`src/rtl/instr_fetch.sv`:
```
// Instruction fetch stage: owns the PC, fetches words over a req/ack
// handshake and holds the fetched instruction for the decode controller.
module instr_fetch #(
    parameter int unsigned      ADDR_W   = 32,
    parameter logic [ADDR_W-1:0] RESET_PC = '0
) (
    input  logic              clk,
    input  logic              rst,
    output logic              imem_req,
    output logic [ADDR_W-1:0] imem_addr,
    input  logic              imem_ack,
    input  logic [31:0]       imem_rdata,
    input  logic              stall,
    input  logic              redirect,
    input  logic [ADDR_W-1:0] redirect_pc,
    output logic [31:0]       instr,
    output logic              instr_valid,
    output logic [5:0]        opcode,
    output logic [4:0]        rs,
    output logic [4:0]        rt,
    output logic [4:0]        rd,
    output logic [5:0]        funct,
    output logic [15:0]       imm,
    output logic [ADDR_W-1:0] pc,
    output logic [ADDR_W-1:0] pc_plus4
);

    localparam logic [1:0] S_BOOT = 2'd0;
    localparam logic [1:0] S_REQ  = 2'd1;
    localparam logic [1:0] S_HOLD = 2'd2;

    logic [1:0]        state_q, state_d;
    logic [ADDR_W-1:0] fetch_pc_q, fetch_pc_d;
    logic              imem_req_q, imem_req_d;
    logic [ADDR_W-1:0] imem_addr_q, imem_addr_d;
    logic [31:0]       instr_q, instr_d;
    logic              instr_valid_q, instr_valid_d;
    logic [ADDR_W-1:0] pc_q, pc_d;
    logic              redirect_pending_q, redirect_pending_d;
    logic [ADDR_W-1:0] target;

    // Redirect target is forced word-aligned.
    assign target = redirect_pc & ~ADDR_W'(3);

    // Next-state and datapath updates for the fetch FSM.
    always_comb begin
        state_d            = state_q;
        fetch_pc_d         = fetch_pc_q;
        imem_req_d         = imem_req_q;
        imem_addr_d        = imem_addr_q;
        instr_d            = instr_q;
        instr_valid_d      = instr_valid_q;
        pc_d               = pc_q;
        redirect_pending_d = redirect_pending_q;

        case (state_q)
            S_BOOT: begin
                imem_req_d = 1'b1;
                state_d    = S_REQ;
                if (redirect) begin
                    instr_valid_d = 1'b0;
                    instr_d       = '0;
                    fetch_pc_d    = target;
                    imem_addr_d   = target;
                end else begin
                    imem_addr_d   = fetch_pc_q;
                end
            end
            S_REQ: begin
                if (imem_ack) begin
                    if (redirect) begin
                        // Drop returned data, re-request at the new target.
                        fetch_pc_d         = target;
                        imem_addr_d        = target;
                        redirect_pending_d = 1'b0;
                    end else if (redirect_pending_q) begin
                        // Data belongs to the superseded path; refetch.
                        imem_addr_d        = fetch_pc_q;
                        redirect_pending_d = 1'b0;
                    end else begin
                        instr_d       = imem_rdata;
                        pc_d          = imem_addr_q;
                        instr_valid_d = 1'b1;
                        fetch_pc_d    = imem_addr_q + ADDR_W'(4);
                        imem_req_d    = 1'b0;
                        state_d       = S_HOLD;
                    end
                end else if (redirect) begin
                    // Address must stay put until ack; remember the target.
                    fetch_pc_d         = target;
                    redirect_pending_d = 1'b1;
                end
            end
            S_HOLD: begin
                if (redirect) begin
                    instr_valid_d = 1'b0;
                    instr_d       = '0;
                    fetch_pc_d    = target;
                    imem_req_d    = 1'b1;
                    imem_addr_d   = target;
                    state_d       = S_REQ;
                end else if (instr_valid_q && !stall) begin
                    instr_valid_d = 1'b0;
                    instr_d       = '0;
                    imem_req_d    = 1'b1;
                    imem_addr_d   = fetch_pc_q;
                    state_d       = S_REQ;
                end
            end
            default: begin
                state_d = S_BOOT;
            end
        endcase
    end

    // State and datapath registers with asynchronous reset.
    always_ff @(posedge clk or posedge rst) begin
        if (rst) begin
            state_q            <= S_BOOT;
            fetch_pc_q         <= RESET_PC;
            imem_req_q         <= 1'b0;
            imem_addr_q        <= '0;
            instr_q            <= '0;
            instr_valid_q      <= 1'b0;
            pc_q               <= '0;
            redirect_pending_q <= 1'b0;
        end else begin
            state_q            <= state_d;
            fetch_pc_q         <= fetch_pc_d;
            imem_req_q         <= imem_req_d;
            imem_addr_q        <= imem_addr_d;
            instr_q            <= instr_d;
            instr_valid_q      <= instr_valid_d;
            pc_q               <= pc_d;
            redirect_pending_q <= redirect_pending_d;
        end
    end

    assign imem_req    = imem_req_q;
    assign imem_addr   = imem_addr_q;
    assign instr       = instr_q;
    assign instr_valid = instr_valid_q;
    assign pc          = pc_q;
    assign pc_plus4    = pc_q + ADDR_W'(4);
    assign opcode      = instr_q[31:26];
    assign rs          = instr_q[25:21];
    assign rt          = instr_q[20:16];
    assign rd          = instr_q[15:11];
    assign funct       = instr_q[5:0];
    assign imm         = instr_q[15:0];

endmodule

```
`config.mk`:
```
export PLATFORM = sky130hd
export DESIGN_NAME = instr_fetch
export DESIGN_NICKNAME = d
export VERILOG_FILES = /design/src/rtl/instr_fetch.sv
export SDC_FILE = /design/constraint.sdc
export NUM_CORES = 1
export LEC_CHECK = 0
export BUFFER_PORTS_ARGS = -buffer_cell sky130_fd_sc_hd__buf_2
export CORE_AREA = 2 2 137 139
export CTS_BUF_LIST = sky130_fd_sc_hd__clkbuf_4
export CTS_CLUSTER_DIAMETER = 200
export DETAILED_ROUTE_END_ITERATION = 10
export DIE_AREA = 0 0 139 141
export GPL_TIMING_DRIVEN = 0
export PLACE_DENSITY_LB_ADDON = 0.2
export SLEW_MARGIN = 20
export SYNTH_ARGS = -nofsm -noshare
export SYNTH_HDL_FRONTEND = slang
export SYNTH_SLANG_ARGS = --single-unit
```
`constraint.sdc`:
```
create_clock -name clk -period 7.62 [get_ports clk]
set_input_delay 1.143 -clock clk [delete_from_list [all_inputs] [get_ports clk]]
set_output_delay 1.143 -clock clk [all_outputs]
set_load 0.05 [all_outputs]
```
# == Yosys cells after proc, flatten, opt, wreduce, memory -nomap -nowiden ==
# Cells that the tools add are included.
# word_totals
register_bits,133
input_bits,69
out_inout_bits,173
elab_cells,74
# op_classes
add_sub_neg,2
n_eq_ne,9
mux,39
bitwise_logic,2
reduce_logical,14
# ops
cell,count
$mux W32,15
$pmux W32 S3,2
$add A32 B3 Y32 const B,2
$pmux W32 S2,1
$mux W1,13
$reduce_and A4 Y1,3
$mux W2,5
$ne A2 B2 Y1 const B,4
$ne A3 B3 Y1 const B,2
$pmux W1 S3,2
$pmux W2 S3,1
$reduce_and A6 Y1,1
$reduce_and A5 Y1,1
$ne A4 B4 Y1 const B,1
$reduce_and A2 Y1,2
$reduce_bool A2 Y1,2
$reduce_bool A3 Y1,1
$eq A2 B1 Y1 const B,1
$eq A2 B2 Y1 const B,1
$logic_not A2 Y1,1
$not A1 Y1,2
$reduce_or A2 Y1,1
$logic_and A1 B1 Y1,1
$logic_not A1 Y1,1

# == Longest topological paths before layout ==
# Gate-level depths: netlist of run 1.
# depth
depth_word,5
depth_mapped,7
depth_no_buf,6

# == Worst setup path after synthesis of run 1 ==
# No wires, ideal clock.
# synth_path
kind,register to output
from,reg pc_q[2] (netlist: pc[2])
to,out pc_plus4[28]
arrival_ps,2635
required_ps,6477
path_slack_ps,3842
stages_incl_launch_ff,7
path_buffers,0
cell_sequence,dfrtp_1 ha_1 and4_1 nor3b_1 and2_1 nand3_1 xnor2_1
# synth_between
elab_chain_cells,1
# synth_lines
item,line_no,rtl
from (decl),38,"logic [ADDR_W-1:0] pc_q, pc_d;"
from (signal assigned),134,pc_q <= pc_d;
$add A32 B3 Y32,144,assign pc_plus4 = pc_q + ADDR_W'(4);
to (decl),25,output logic [ADDR_W-1:0] pc_plus4
# No other way between the ends.

# == Worst setup path after layout of run 1 ==
# layout_path
from,reg pc_q[2] (netlist: pc[2])
to,out pc_plus4[26]
# The elaborated chain is that of the path after synthesis.

==> impl_metrics.tcl, run 1 <==
set metrics [dict create \
    max_freq_mhz 242.8 \
    global_route_wire_length_before_repair_microns 30180 \
    n_antenna_cell 0 \
    count_of_flip_flops_with_a_built_in_enable_after_synthesis 0 \
    criticalPathCategory "flip-flop to primary output" \
    critical_path_peak_fanout 6 \
    layout_common_cells "sky130_fd_sc_hd__buf_2, sky130_fd_sc_hd__dfrtp_1, sky130_fd_sc_hd__a21oi_1, sky130_fd_sc_hd__nor2_1, sky130_fd_sc_hd__buf_4" \
    die_w_microns 139 \
    die-height_microns 141 \
    hold_start "fetch_pc_q[0]$_DFFE_PP0P_" \
    clock_sinks 133 \
    min-delay-path-class "flip-flop to flip-flop" \
    fin_setup_tns_ns 0 \
    r2r-end "fetch_pc_q[26]$_DFFE_PP0P_" \
    gp_congestion 0.8303 \
    stdcell_area_sq_um 8616 \
    worst_r2r_startpoint "imem_addr[3]$_DFFE_PP0P_" \
    critPathLaunch "pc[2]$_DFFE_PP0P_" \
    cts_hold_buffers 0 \
    layout.nets 978 \
    number_of_synthesis_warnings 0 \
    dp.final_hpwl_microns 14030 \
    post_synth_mux_area_share 0.09069 \
    setup.worst_path.end_class "primary output" \
    setup_viol 0 \
    worstSetupStartpointType "flip-flop" \
    timing.final.crit_share 0.5406 \
    cts.reportedPaths.clkPinSlew_ns 0.12 \
    rows 50 \
    min_delay_worst_endpoint "fetch_pc_q[0]$_DFFE_PP0P_" \
    status "finished, final reports clean" \
    synth_compound_area_frac 0.1371 \
    timing.max_slew.rel_slack 0.3118 \
    cts.repair.resized 0 \
    drt_pre_antenna_iters 4 \
    drt_drc_violations_left 0 \
    area_growth_pct 26.93 \
    overflow 0 \
    cts_tree "built" \
    arrival_time_reported_for_the_critical_path_endpoint_ns 2.98 \
    cts_htree_levels 4 \
    postSynthNetCount 719 \
    post_synth_xor_area_fraction 0.06968 \
    grt_pass1_vias 5555 \
    fillCellCount 1787 \
    post-cts-setup-buffers 0 \
    multi_input_comb_area_sq_um 2890 \
    yosys.area_share.simple 0.1246 \
    worst_r2r_path_depth 6 \
    initial_standard_cell_utilization_of_the_core 0.3716 \
    worstMarginPinSlew_ns 1.032 \
    final_max_slew_viol_count 0 \
    syn-instance-count 648 \
    fin_hold_ws_ns 0.4965 \
    worstHoldPathCells 2 \
    grt_use_total 0.1959 \
    antenna_left 0 \
    wl_per_cell_microns 16.36 \
    placedInstanceArea_sq_um 8312 \
    ctsRootBufferMaster "sky130_fd_sc_hd__clkbuf_4" \
    synth.lib_cells_used.distinct 46 \
    io_buffer_count 239 \
    post_synth_fa_ha_maj_area_fraction 0.003687 \
    critical-path-max-stage-delay_ns 0.61 \
    grt_max_degree 71 \
    crit_slowest_cell "sky130_fd_sc_hd__nor3b_1" \
    critPathRequiredTime_ns 6.48 \
    antenna_found_initial 0 \
    final_period_minus_worst_setup_slack_ns 4.119 \
    cp_cell_sequence "ha_1 > and4_1 > nor3b_1 > and2_1 > nand3_1 > xnor2_1 > buf_2" \
    timing.reg2reg.setup_slack_ns 5.53 \
    synthArstFlopShare 1.000 \
    main_combinational_cell_family_by_area_after_synthesis "compound AO/OA/AOI/OAI gates" \
    synthFlopType "sky130_fd_sc_hd__dfrtp_1" \
    post_route_cells_drive_above_1_share 0.4081 \
    fp.dieArea_sq_um 19600 \
    cts_inserted_buffers 17 \
    drt_iter0_drc 391 \
    final-hold-violation-count 0 \
    synth_sequential_area_ratio 0.4903 \
    cts-root-to-sink-buffers 2 \
    rsz0062_at_grt "false" \
    synth_area_per_cell_sq_um 10.47 \
    clkLatencyLatePin_ns 0.54 \
    clock_skew_ns 0.01279 \
    avgViaCountPerCell 4.964 \
    design.portCount 242 \
    via_count 5724 \
    core_area_sq_um 18270 \
    postRouteWirelength_microns 18860 \
    synth.cell_area_sq_um 6788 \
    layout_commonest_cell "sky130_fd_sc_hd__buf_2" \
    flops_latches_synth 133 \
    maxCapViolations 0 \
    area.sequential_sq_um 3328 \
]
how the worst max path moves through the flow:
stage | endpoint | cells past startpoint
2_1_floorplan | fetch_pc_q[0]$_DFFE_PP0P_ | 1
3_3_place_gp | pc[13]$_DFFE_PP0P_ | 2
3_5_place_dp | pc_plus4[26] | 7
4_1_cts | pc_plus4[26] | 7
5_1_grt | pc_plus4[26] | 7
6_report | pc_plus4[26] | 7
layer usage:
| layer | up-vias | part of all wire | GRT usage |
|---|---|---|---|
| met1 | 2705 | 0.44 | 0.2601 |
| met4 | 0 | 0.013 | 0.06114 |
| li1 | 2792 | - | - |
| met2 | 210 | 0.48 | 0.3205 |
| met5 | - | 0 | 0 |
| met3 | 17 | 0.065 | 0.04552 |
synthesized netlist by cell type (17+ instances only):
library cell,instances,area share
sky130_fd_sc_hd__a22o_1,31,0.040
sky130_fd_sc_hd__buf_2,17,0.013
sky130_fd_sc_hd__mux2_2,28,0.046
sky130_fd_sc_hd__xor2_1,30,0.039
sky130_fd_sc_hd__nand3_1,30,0.022
sky130_fd_sc_hd__a21oi_1,52,0.038
sky130_fd_sc_hd__buf_4,45,0.050
sky130_fd_sc_hd__nand2_1,33,0.018
sky130_fd_sc_hd__o21ai_0,21,0.015
sky130_fd_sc_hd__mux2i_1,30,0.044
sky130_fd_sc_hd__o22ai_1,19,0.018
sky130_fd_sc_hd__xnor2_1,24,0.031
sky130_fd_sc_hd__dfrtp_1,133,0.49
sky130_fd_sc_hd__nor2_1,51,0.028
logic make-up after synthesis:
group,Yosys count
simple gates,163
compound gates,147
flops,133
buf+inv,91
mux,58
xor+xnor,54
fa+ha+maj,2
worst max-delay path, delay by kind of cell (launching register included):
family / cells / cell delay (ns)
xor+xnor: 1 / 0.13
fa+ha+maj: 1 / 0.23
buf+inv: 1 / 0.27
flops: 1 / 0.46
simple gates: 4 / 1.34
state kept, by name (all words and copies together), names as in the netlist:
signal	cells
fetch_pc_q	32
imem_req	1
redirect_pending_q	1
state_q	2
instr	32
pc	32
instr_valid	1
imem_addr	32
stage by stage:
step	setup slack, ns	instances	utilization
floorplan	2.923	648	-
finish	3.501	1153	0.4716
global placement	1.246	1121	0.4531
detailed placement	4.068	1122	0.4550
CTS	3.427	1153	0.4716
global route	3.246	1153	0.4716
layout make-up:
type	count	area share
clock inverters	12	0.01873
multi-input cells	424	0.3355
plain buffers	80	0.06128
inverters	11	0.005664
repair buffers	240	0.1420
clock buffers	19	0.01656
well taps	234	0.03398
flip-flops and latches	133	0.3863
Power of run 1 is not shown: default switching activity piles up to over one toggle a cycle in this logic, so the estimate is an artifact.
==> run 2: changes to the inputs <==
==> constraint.sdc (replaced) <==
create_clock -name clk -period 3.5 [get_ports clk]
set_input_delay 0.525 -clock clk [delete_from_list [all_inputs] [get_ports clk]]
set_output_delay 0.525 -clock clk [all_outputs]
set_load 0.05 [all_outputs]
==> impl_metrics.tcl, run 2 (synthesized netlist as in run 1, its figures left out) <==
set metrics [dict create \
    design.portCount 242 \
    post_route_cells_drive_above_1_share 0.4106 \
    io_buffer_count 239 \
    drt_pre_antenna_iters 4 \
    initial_standard_cell_utilization_of_the_core 0.3716 \
    fp.dieArea_sq_um 19600 \
    rsz0062_at_grt "false" \
    core_area_sq_um 18270 \
    timing.max_slew.rel_slack 0.3504 \
    final-hold-violation-count 0 \
    antenna_left 0 \
    worstMarginPinSlew_ns 0.9745 \
    cts_htree_levels 4 \
    setup.worst_path.end_class "primary output" \
    die-height_microns 141 \
    status "finished, final reports clean" \
    critical-path-max-stage-delay_ns 0.45 \
    drt_iter0_drc 242 \
    postRouteWirelength_microns 18740 \
    clock_skew_ns 0.01771 \
    use_met2 0.3184 \
    final_max_slew_viol_count 0 \
    crit_slowest_cell "sky130_fd_sc_hd__dfrtp_1" \
    cp_cell_sequence "ha_1 > and4_1 > nor3b_2 > and2_1 > nand3_1 > xnor2_1 > buf_2" \
    globalRouteMet1Util 0.2544 \
    via_count 5700 \
    grt.busiest_layer "met2" \
    setup_viol 0 \
    worstSetupStartpointType "flip-flop" \
    global_route_wire_length_before_repair_microns 29820 \
    avgViaCountPerCell 4.918 \
    cts_inserted_buffers 17 \
    clkLatencyLatePin_ns 0.55 \
    die_w_microns 139 \
    drt_drc_violations_left 0 \
    layout_commonest_cell "sky130_fd_sc_hd__buf_2" \
    overflow 0 \
    multi_input_comb_area_sq_um 2895 \
    arrival_time_reported_for_the_critical_path_endpoint_ns 2.69 \
    wl_per_cell_microns 16.17 \
    criticalPathCategory "flip-flop to primary output" \
    post-cts-setup-buffers 0 \
    cts.reportedPaths.clkPinSlew_ns 0.12 \
    maxCapViolations 0 \
    area_growth_pct 27.94 \
    grt_pass1_vias 5549 \
    gp_congestion 0.8005 \
    globalRouteMet3Util 0.04484 \
    antenna_found_initial 1 \
    layout.nets 982 \
    critical_path_peak_fanout 6 \
    cts_tree "built" \
    dp.final_hpwl_microns 14140 \
    grt_use_total 0.1927 \
    timing.final.crit_share 0.9173 \
    fillCellCount 1775 \
    grt_max_degree 35 \
    critPathRequiredTime_ns 2.97 \
    fin_setup_tns_ns 0 \
    max_freq_mhz 311.5 \
    area.sequential_sq_um 3328 \
    ctsRootBufferMaster "sky130_fd_sc_hd__clkbuf_4" \
    min-delay-path-class "input port to flip-flop" \
    rows 50 \
    layout_common_cells "sky130_fd_sc_hd__buf_2, sky130_fd_sc_hd__dfrtp_1, sky130_fd_sc_hd__a21oi_1, sky130_fd_sc_hd__nor2_1, sky130_fd_sc_hd__buf_4" \
    clock_sinks 133 \
    final_period_minus_worst_setup_slack_ns 3.211 \
    cts-root-to-sink-buffers 2 \
]
## run 2: cell count changes in the layout (fill, tap and decap cells not counted), sizes merged
cell         change
dlygate4sd3      +1
clkinvlp         +1
buf              +3
diode            +2
inv              -1
## run 2: through the flow
step	hold slack [ns]	setup slack [ns]	utilization	cells	cell area [sq um]
floorplan	0.4495	0.3399	-	648	6792
global route	0.1444	0.02068	0.4753	1158	8682
CTS	0.1439	0.1983	0.4751	1157	8680
finish	0.1915	0.2893	0.4754	1159	8685
detailed placement	0.4733	0.5892	0.4577	1125	8361
global placement	0.4605	0.3608	0.4533	1121	8280
## run 2: final cells by class
class / count / area share
diodes: 2 / 0.0005763
inverters: 11 / 0.005187
multi-input cells: 424 / 0.3334
clock buffers: 19 / 0.01642
plain buffers: 80 / 0.06080
flip-flops and latches: 133 / 0.3832
clock inverters: 12 / 0.01859
repair buffers: 244 / 0.1481
well taps: 234 / 0.03371
## run 2: per-layer routing
| layer | vias up | part of all wire |
|---|---|---|
| met4 | 0 | 0.013 |
| met5 | - | 0 |
| met1 | 2695 | 0.45 |
| met3 | 16 | 0.061 |
| li1 | 2803 | - |
| met2 | 186 | 0.48 |
## run 2: path summary, 6_finish.rpt
path,depth (start not counted),from,endpoint,slack [ns]
max in group asynchronous,6,rst,fetch_pc_q[26]$_DFFE_PP0P_,1.97
max,7,pc[2]$_DFFE_PP0P_,pc_plus4[26],0.29
min in group asynchronous,3,rst,imem_addr[4]$_DFFE_PP0P_,0.57
min,2,imem_rdata[5],instr[5]$_DFFE_PP0P_,0.19
max reg2reg,6,imem_addr[3]$_DFFE_PP0P_,fetch_pc_q[12]$_DFFE_PP0P_,1.42
min reg2reg,2,fetch_pc_q[0]$_DFFE_PP0P_,fetch_pc_q[0]$_DFFE_PP0P_,0.51
## run 2: critical path, delay by kind of cell (launching register included)
kind | cells | cell delay [ns]
XOR/XNOR | 1 | 0.13
adder cells (fa/ha/maj) | 1 | 0.22
buffers and inverters | 1 | 0.27
flip-flops | 1 | 0.45
AND/OR/NAND/NOR | 4 | 1.05
## run 2: repair_timing
| action | CTS | global route |
|---|---|---|
| hold buffers | 1 | 0 |
| hold endpoints to repair | 18 | 0 |
| resized for setup | 1 | 0 |
| setup endpoints to repair | 4 | 0 |
Power of run 2 is left out for the same reason.
